--- config.mk ---
export PLATFORM = sky130hd
export DESIGN_NAME = shift_engine_flat
export DESIGN_NICKNAME = d
export VERILOG_FILES = /design/src/rtl/shift_engine_if.sv /design/src/rtl/shift_engine.sv /design/src/flat_wrapper.sv
export SDC_FILE = /design/constraint.sdc
export NUM_CORES = 1
export LEC_CHECK = 0
export CORE_ASPECT_RATIO = 0.7
export CORE_MARGIN = 8
export CORE_UTILIZATION = 51
export CTS_CLUSTER_SIZE = 30
export DETAILED_ROUTE_END_ITERATION = 12
export PLACE_DENSITY = 0.81
export RECOVER_POWER = 100
export SLEW_MARGIN = 20
export SYNTH_ARGS = -nofsm -noshare
export SYNTH_HDL_FRONTEND = slang
export SYNTH_SLANG_ARGS = --single-unit
--- constraint.sdc ---
create_clock -name clock -period 3.4 [get_ports clock]
set_input_delay 0.68 -clock clock [delete_from_list [all_inputs] [get_ports clock]]
set_output_delay 0.68 -clock clock [all_outputs]
set_load 0.02 [all_outputs]
--- src/rtl/shift_engine_if.sv ---
// Handshake and data bundle for shift_engine.
// The master drives the start and operands; the slave returns the register state.
interface shift_engine_if #(
  parameter int WIDTH = 8,
  parameter int CNT_W = 4
);
  logic             start;
  logic [2:0]       mode;
  logic [CNT_W-1:0] amount;
  logic [WIDTH-1:0] din;
  logic             serial_in;
  logic [WIDTH-1:0] q;
  logic             serial_out;
  logic             busy;
  logic             done;

  modport master (
    output start, mode, amount, din, serial_in,
    input  q, serial_out, busy, done
  );

  modport slave (
    input  start, mode, amount, din, serial_in,
    output q, serial_out, busy, done
  );
endinterface

--- src/rtl/shift_engine.sv ---
// Sequential shift/rotate engine: loads a word on start, then applies one step
// of the latched mode per clock for a programmable count.
module shift_engine #(
  parameter int WIDTH = 8,
  parameter int CNT_W = 4
) (
  input  logic           clock,
  input  logic           reset,
  shift_engine_if.slave  bus
);

  typedef enum logic [1:0] {
    ST_IDLE  = 2'd0,
    ST_SHIFT = 2'd1,
    ST_DONE  = 2'd2
  } state_t;

  state_t           state_reg, state_next;
  logic [WIDTH-1:0] q_reg, q_next;
  logic [CNT_W-1:0] count_reg, count_next;
  logic [2:0]       mode_reg, mode_next;
  logic             serial_out_reg, serial_out_next;
  logic [WIDTH-1:0] step_q;
  logic             step_out;
  logic             accept;

  // A start is only honoured outside SHIFT; DONE accepts it for back-to-back ops.
  assign accept = bus.start && (state_reg != ST_SHIFT);

  // State register and datapath registers
  always_ff @(posedge clock) begin
    if (reset) begin
      state_reg      <= ST_IDLE;
      q_reg          <= '0;
      count_reg      <= '0;
      mode_reg       <= 3'd0;
      serial_out_reg <= 1'b0;
    end else begin
      state_reg      <= state_next;
      q_reg          <= q_next;
      count_reg      <= count_next;
      mode_reg       <= mode_next;
      serial_out_reg <= serial_out_next;
    end
  end

  // Next-state logic
  always_comb begin
    state_next = state_reg;
    case (state_reg)
      ST_IDLE, ST_DONE: begin
        if (accept) begin
          state_next = (bus.amount == '0) ? ST_DONE : ST_SHIFT;
        end else begin
          state_next = ST_IDLE;
        end
      end
      ST_SHIFT: begin
        if (count_reg <= CNT_W'(1)) begin
          state_next = ST_DONE;
        end
      end
      default: state_next = ST_IDLE;
    endcase
  end

  // One step of the latched mode; HOLD modes keep both q and the exit bit.
  always_comb begin
    step_q   = q_reg;
    step_out = serial_out_reg;
    case (mode_reg)
      3'b000: begin
        step_q   = {q_reg[WIDTH-2:0], bus.serial_in};
        step_out = q_reg[WIDTH-1];
      end
      3'b001: begin
        step_q   = {bus.serial_in, q_reg[WIDTH-1:1]};
        step_out = q_reg[0];
      end
      3'b010: begin
        step_q   = {q_reg[WIDTH-2:0], q_reg[WIDTH-1]};
        step_out = q_reg[WIDTH-1];
      end
      3'b011: begin
        step_q   = {q_reg[0], q_reg[WIDTH-1:1]};
        step_out = q_reg[0];
      end
      3'b100: begin
        step_q   = {q_reg[WIDTH-1], q_reg[WIDTH-1:1]};
        step_out = q_reg[0];
      end
      default: begin
        step_q   = q_reg;
        step_out = serial_out_reg;
      end
    endcase
  end

  // Datapath next values
  always_comb begin
    q_next          = q_reg;
    count_next      = count_reg;
    mode_next       = mode_reg;
    serial_out_next = serial_out_reg;
    if (accept) begin
      q_next          = bus.din;
      count_next      = bus.amount;
      mode_next       = bus.mode;
      serial_out_next = 1'b0;
    end else if (state_reg == ST_SHIFT) begin
      q_next          = step_q;
      serial_out_next = step_out;
      count_next      = count_reg - 1'b1;
    end
  end

  // Output logic
  assign bus.busy       = (state_reg == ST_SHIFT);
  assign bus.done       = (state_reg == ST_DONE);
  assign bus.q          = q_reg;
  assign bus.serial_out = serial_out_reg;

endmodule

--- src/flat_wrapper.sv ---
// flat-port wrapper written by rule: the top's interface ports become plain ports
module shift_engine_flat 
#(
  parameter int WIDTH = 8,
  parameter int CNT_W = 4
)
  (clock, reset, bus_start, bus_mode, bus_amount, bus_din, bus_serial_in, bus_q, bus_serial_out, bus_busy, bus_done);
  shift_engine_if #(.WIDTH(WIDTH), .CNT_W(CNT_W)) bus_i ();
  input  logic clock;
  input  logic reset;
  input wire logic [$bits(bus_i.start)-1:0] bus_start;
  input wire logic [$bits(bus_i.mode)-1:0] bus_mode;
  input wire logic [$bits(bus_i.amount)-1:0] bus_amount;
  input wire logic [$bits(bus_i.din)-1:0] bus_din;
  input wire logic [$bits(bus_i.serial_in)-1:0] bus_serial_in;
  output wire logic [$bits(bus_i.q)-1:0] bus_q;
  output wire logic [$bits(bus_i.serial_out)-1:0] bus_serial_out;
  output wire logic [$bits(bus_i.busy)-1:0] bus_busy;
  output wire logic [$bits(bus_i.done)-1:0] bus_done;
  assign bus_i.start = bus_start;
  assign bus_i.mode = bus_mode;
  assign bus_i.amount = bus_amount;
  assign bus_i.din = bus_din;
  assign bus_i.serial_in = bus_serial_in;
  assign bus_q = bus_i.q;
  assign bus_serial_out = bus_i.serial_out;
  assign bus_busy = bus_i.busy;
  assign bus_done = bus_i.done;
  shift_engine #(.WIDTH(WIDTH), .CNT_W(CNT_W)) u_core (.clock(clock), .reset(reset), .bus(bus_i));
endmodule
Word-level counts from Yosys, hierarchy flattened
Index checks and enable logic that the tools add are counted.

storage, ports and cells
  register bits after elaboration = 18
  bits of input ports = 19
  output and inout bits = 11
  word-level logic and storage cells = 42

cells by class
  add/subtract/negate cells = 1
  $lt $le $gt $ge = 1
  equal/unequal tests = 9
  muxes and demuxes = 10
  reductions and logical operators = 15

operators by type and width
  cell                                                            count
  case mux 8 bit (5 select lines)                                 1
  2-to-1 mux 8 bit                                                2
  2-to-1 mux 4 bit                                                2
  == test 3 x 2 -> 1 bit, second input constant                   2
  2-to-1 mux 2 bit                                                3
  != test 2 x 1 -> 1 bit, second input constant                   3
  nonzero test 6 bit                                              1
  OR reduction 2 bit                                              3
  nonzero test 5 bit                                              1
  less-or-equal comparator 4 x 1 -> 1 bit, second input constant  1
  zero test 4 bit                                                 1
  case mux 2 bit (2 select lines)                                 1
  AND reduction 2 bit                                             2
  nonzero test 2 bit                                              2
  subtractor 4 x 1 -> 4 bit, second input constant                1
  == test 3 x 1 -> 1 bit, second input constant                   1
  == test 3 bit, second input constant                            1
  zero test 3 bit                                                 1
  AND reduction 3 bit                                             1
  OR reduction 3 bit                                              1
  == test 2 x 1 -> 1 bit, second input constant                   1
  == test 2 bit, second input constant                            1
  zero test 2 bit                                                 1
  case mux 1 bit (2 select lines)                                 1
  logical AND 1 bit                                               1

Logic depth before layout (Yosys ltp)
  depth in word-level cells = 4
  gate-level depth with buffers = 7
  gate-level depth less buffers = 6

Least setup slack after synthesis
OpenSTA, ideal clock, no wires.

  path kind = input -> register
  start point = input bus_start
  end point = register u_core.q_reg[2], in the netlist u_core.bus.q[2]
  setup time = 0.103 ns
  arrival = 1.545 ns
  required time = 3.297 ns
  setup slack = 1.752 ns
  stages on the path = 4
  path buffers = 1
  path through = clkbuf_1 > o22a_2 > nor2_1 > a2111oi_2

between the ends
  word-level cells in the longest chain between the ends = 3
  elaborated cells between the ends (all ways) = 5
  those cells by class = mux (1); reduce/logical (4)

ends and longest elaborated chain
  element                                                                    RTL line            source
  start: declaration                                                         flat_wrapper.sv:11  input wire logic [$bits(bus_i.start)-1:0] bus_start;
  logical AND 1 bit *                                                        shift_engine.sv:28  assign accept = bus.start && (state_reg != ST_SHIFT);
  nonzero test 6 bit (no line) / nonzero test 2 bit (equally long branches)  -
  AND reduction 2 bit (no line)                                              -
  end signal: assignment                                                     shift_engine.sv:40  q_reg <= q_next;
  end: declaration                                                           shift_engine.sv:19  logic [WIDTH-1:0] q_reg, q_next;

Every way passes the cells marked *; elsewhere a longest branch is shown, timed or not.
A chain may end at the register's enable or synchronous reset.

Worst setup path after layout
  start point = register u_core.state_reg[1]
  end point = output bus_busy

between the ends
  word-level cells in the longest chain between the ends = 1

ends and longest elaborated chain
  element                   RTL line             source
  start: declaration        shift_engine.sv:18   state_t state_reg, state_next;
  start signal: assignment  shift_engine.sv:39   state_reg <= state_next;
  == test 2 x 1 -> 1 bit    shift_engine.sv:118  assign bus.busy = (state_reg == ST_SHIFT);
  end: declaration          flat_wrapper.sv:18   output wire logic [$bits(bus_i.busy)-1:0] bus_busy;

Every way passes these cells.

==> flow_summary.json <==
{
  "status": "complete, no violations",
  "drv_cap": 0,
  "busiest_layer": "met2",
  "clkLatencyLatePin_ps": 310,
  "cts_setup_buffers": 0,
  "hpwl_mm": 2.26,
  "ys_warn_count": 0,
  "power_density_nw_per_um2": 406,
  "drive_gt1_frac": 0.101,
  "grt_pass1_vias": 1064,
  "cts_sinks": 18,
  "dp.cells": 187,
  "grt_overflow": 0,
  "synthDistinctLibCells": 42,
  "num_rows": 14,
  "layoutNonFillerInstCount": 191,
  "wl_per_cell_um": 16.1,
  "finalWirelength_mm": 3.07,
  "synth_nets": 158,
  "met3_usage": 0.0432,
  "ant_nets": 0,
  "skew_ps": 7.25,
  "grt_max_degree": 19,
  "ys_async_sr_fraction": 0,
  "synth_edf_count": 0,
  "rsz0062_at_grt": "no",
  "finalCriticalPeriod_ps": 2700,
  "drv_slew": 0,
  "die_h_um": 55.3,
  "pre_cts_slack_ps": 1090,
  "start_kind": "flip-flop",
  "worstMarginPinSlew_ps": 830,
  "synthSimpleGateAreaFrac": 0.221,
  "finalHoldViolations": 0,
  "ys.flop_type": "dfxtp_1",
  "clk_pin_slew_worst_paths_ps": 110,
  "synth_top_family_by_area": "compound AO/OA/AOI/OAI gates",
  "gr-usage-all-layers": 0.149,
  "synth_compound_area_frac": 0.325,
  "synth_adder_area_share": 0.0222,
  "antenna_found_initial": 0,
  "grt_pass1_wl_mm": 4.93,
  "synthesis.area_um2": 1120,
  "required_ps": 2720,
  "crit_fanout": 13,
  "ys_seq_area_frac": 0.320,
  "die_w_um": 72.1,
  "cts_hold_buf": 0,
  "drt-initial-drc-count": 79,
  "area_growth_pct": 25.8,
  "syn-instance-count": 137,
  "ir_drop_uv": 289,
  "io_pins": 30,
  "synth_area_per_cell_um2": 8.21,
  "drt-vias-per-instance": 5.73,
  "vias": 1094,
  "finalSetupTns_ps": 0,
  "clockBufferDepth": 2,
  "critical_path_class": "reg -> out",
  "fmax_ghz": 0.370,
  "h-tree-depth": 1,
  "grt_use_met2": 0.232,
  "leakagePower_nw": 0.527,
  "worst_slack_ps": 698,
  "use_met1": 0.184,
  "synth.area.mux_share": 0.0367,
  "mostFrequentLayoutCells": "nor2_1 (18), clkdlybuf4s50_1 (18), dfxtp_1 (18), a21oi_1 (13)",
  "drc": 0,
  "diodes": 0,
  "post_cts_resized": 0,
  "gp_congestion": 0.829,
  "start_util": 0.531,
  "root_buffer": "clkbuf_4",
  "cts_tree": "yes",
  "arrival_ps": 2020,
  "finalCritPeriodShare": 0.795,
  "holdCritPathClass": "reg -> reg",
  "ys_seq_elements": 18,
  "fin_nets": 181,
  "port_buffers": 29,
  "setup_viol_count_final": 0,
  "end_kind": "output port",
  "cts_buffers": 3,
  "synth_xor_area_frac": 0,
  "slew_headroom": 0.445,
  "dr.pass1.iters": 4,
  "largest_reg_flops": 8,
  "total_power_mw": 0.574,
  "core_area_um2": 2120,
  "die-area_um2": 3990
}
## Yosys cell counts, types with 2 or more instances
cell / number / area, um^2
nand2b_1: 2 / 12.5
a2111oi_2: 2 / 30.0
a21boi_2: 4 / 45.0
nand2_1: 11 / 41.3
mux2i_1: 3 / 30.0
a21oi_1: 13 / 65.1
and3_1: 4 / 25.0
nor3_1: 3 / 15.0
ha_1: 2 / 25.0
clkbuf_1: 3 / 11.3
buf_2: 4 / 20.0
a211oi_2: 5 / 62.6
dfxtp_1: 18 / 360
inv_1: 3 / 11.3
nor2b_1: 4 / 25.0
buf_4: 2 / 15.0
a22oi_1: 3 / 22.5
nor2_1: 18 / 67.6
o21ai_0: 4 / 20.0
o21ai_1: 5 / 25.0
buf_6: 2 / 22.5
a211oi_1: 2 / 15.0
## routing by layer
metal	routed length, um	vias up
met5	0	-
met4	33	0
met3	198	4
met2	1410	37
met1	1430	518
li1	-	535
## per-stage QoR
step	utilization	instance area (um^2)	hold WS (ps)
after floorplan	-	1120	468
after global placement	0.654	1390	492
after detailed placement	0.654	1390	514
after CTS	0.671	1420	532
after global routing	0.668	1420	565
final	0.668	1420	529
## path summary, 6_finish.rpt
check | start | to | slack [ps] | cells after the start
max | u_core.state_reg[1] | bus_busy | 700 | 3
min | u_core.bus.serial_out | u_core.bus.serial_out | 530 | 2
max reg2reg | u_core.state_reg[1] | u_core.bus.q[3] | 1360 | 5
min reg2reg | u_core.bus.serial_out | u_core.bus.serial_out | 530 | 2
## cell families after synthesis
kind of cell	Yosys count
simple gates	51
flops	18
mux	4
fa+ha+maj	2
buf+inv	15
compound gates	47
## area by class of cell
class                           instances  area, um^2
Tap cell                               32        40.0
Inverter                                4        15.0
Sequential cell                        18         360
Fill cell                             194         704
Multi-Input combinational cell        104         673
Clock buffer                            4        36.3
Timing Repair Buffer                   29         290
## worst max-delay path: stages (launching register included)
cell and delay (ps):
dfxtp_1 330, nand2b_1 290, inv_1 400, clkdlybuf4s50_1 690
## power breakdown
| part | switching (mW) | internal [mW] | total [mW] | leakage (nW) |
|---|---|---|---|---|
| Combinational | 0.0956 | 0.0840 | 0.180 | 0.357 |
| Clock | 0.0728 | 0.0654 | 0.138 | 0.0210 |
| Sequential | 0.0249 | 0.231 | 0.256 | 0.149 |
Power figures use the tool's default switching activity.
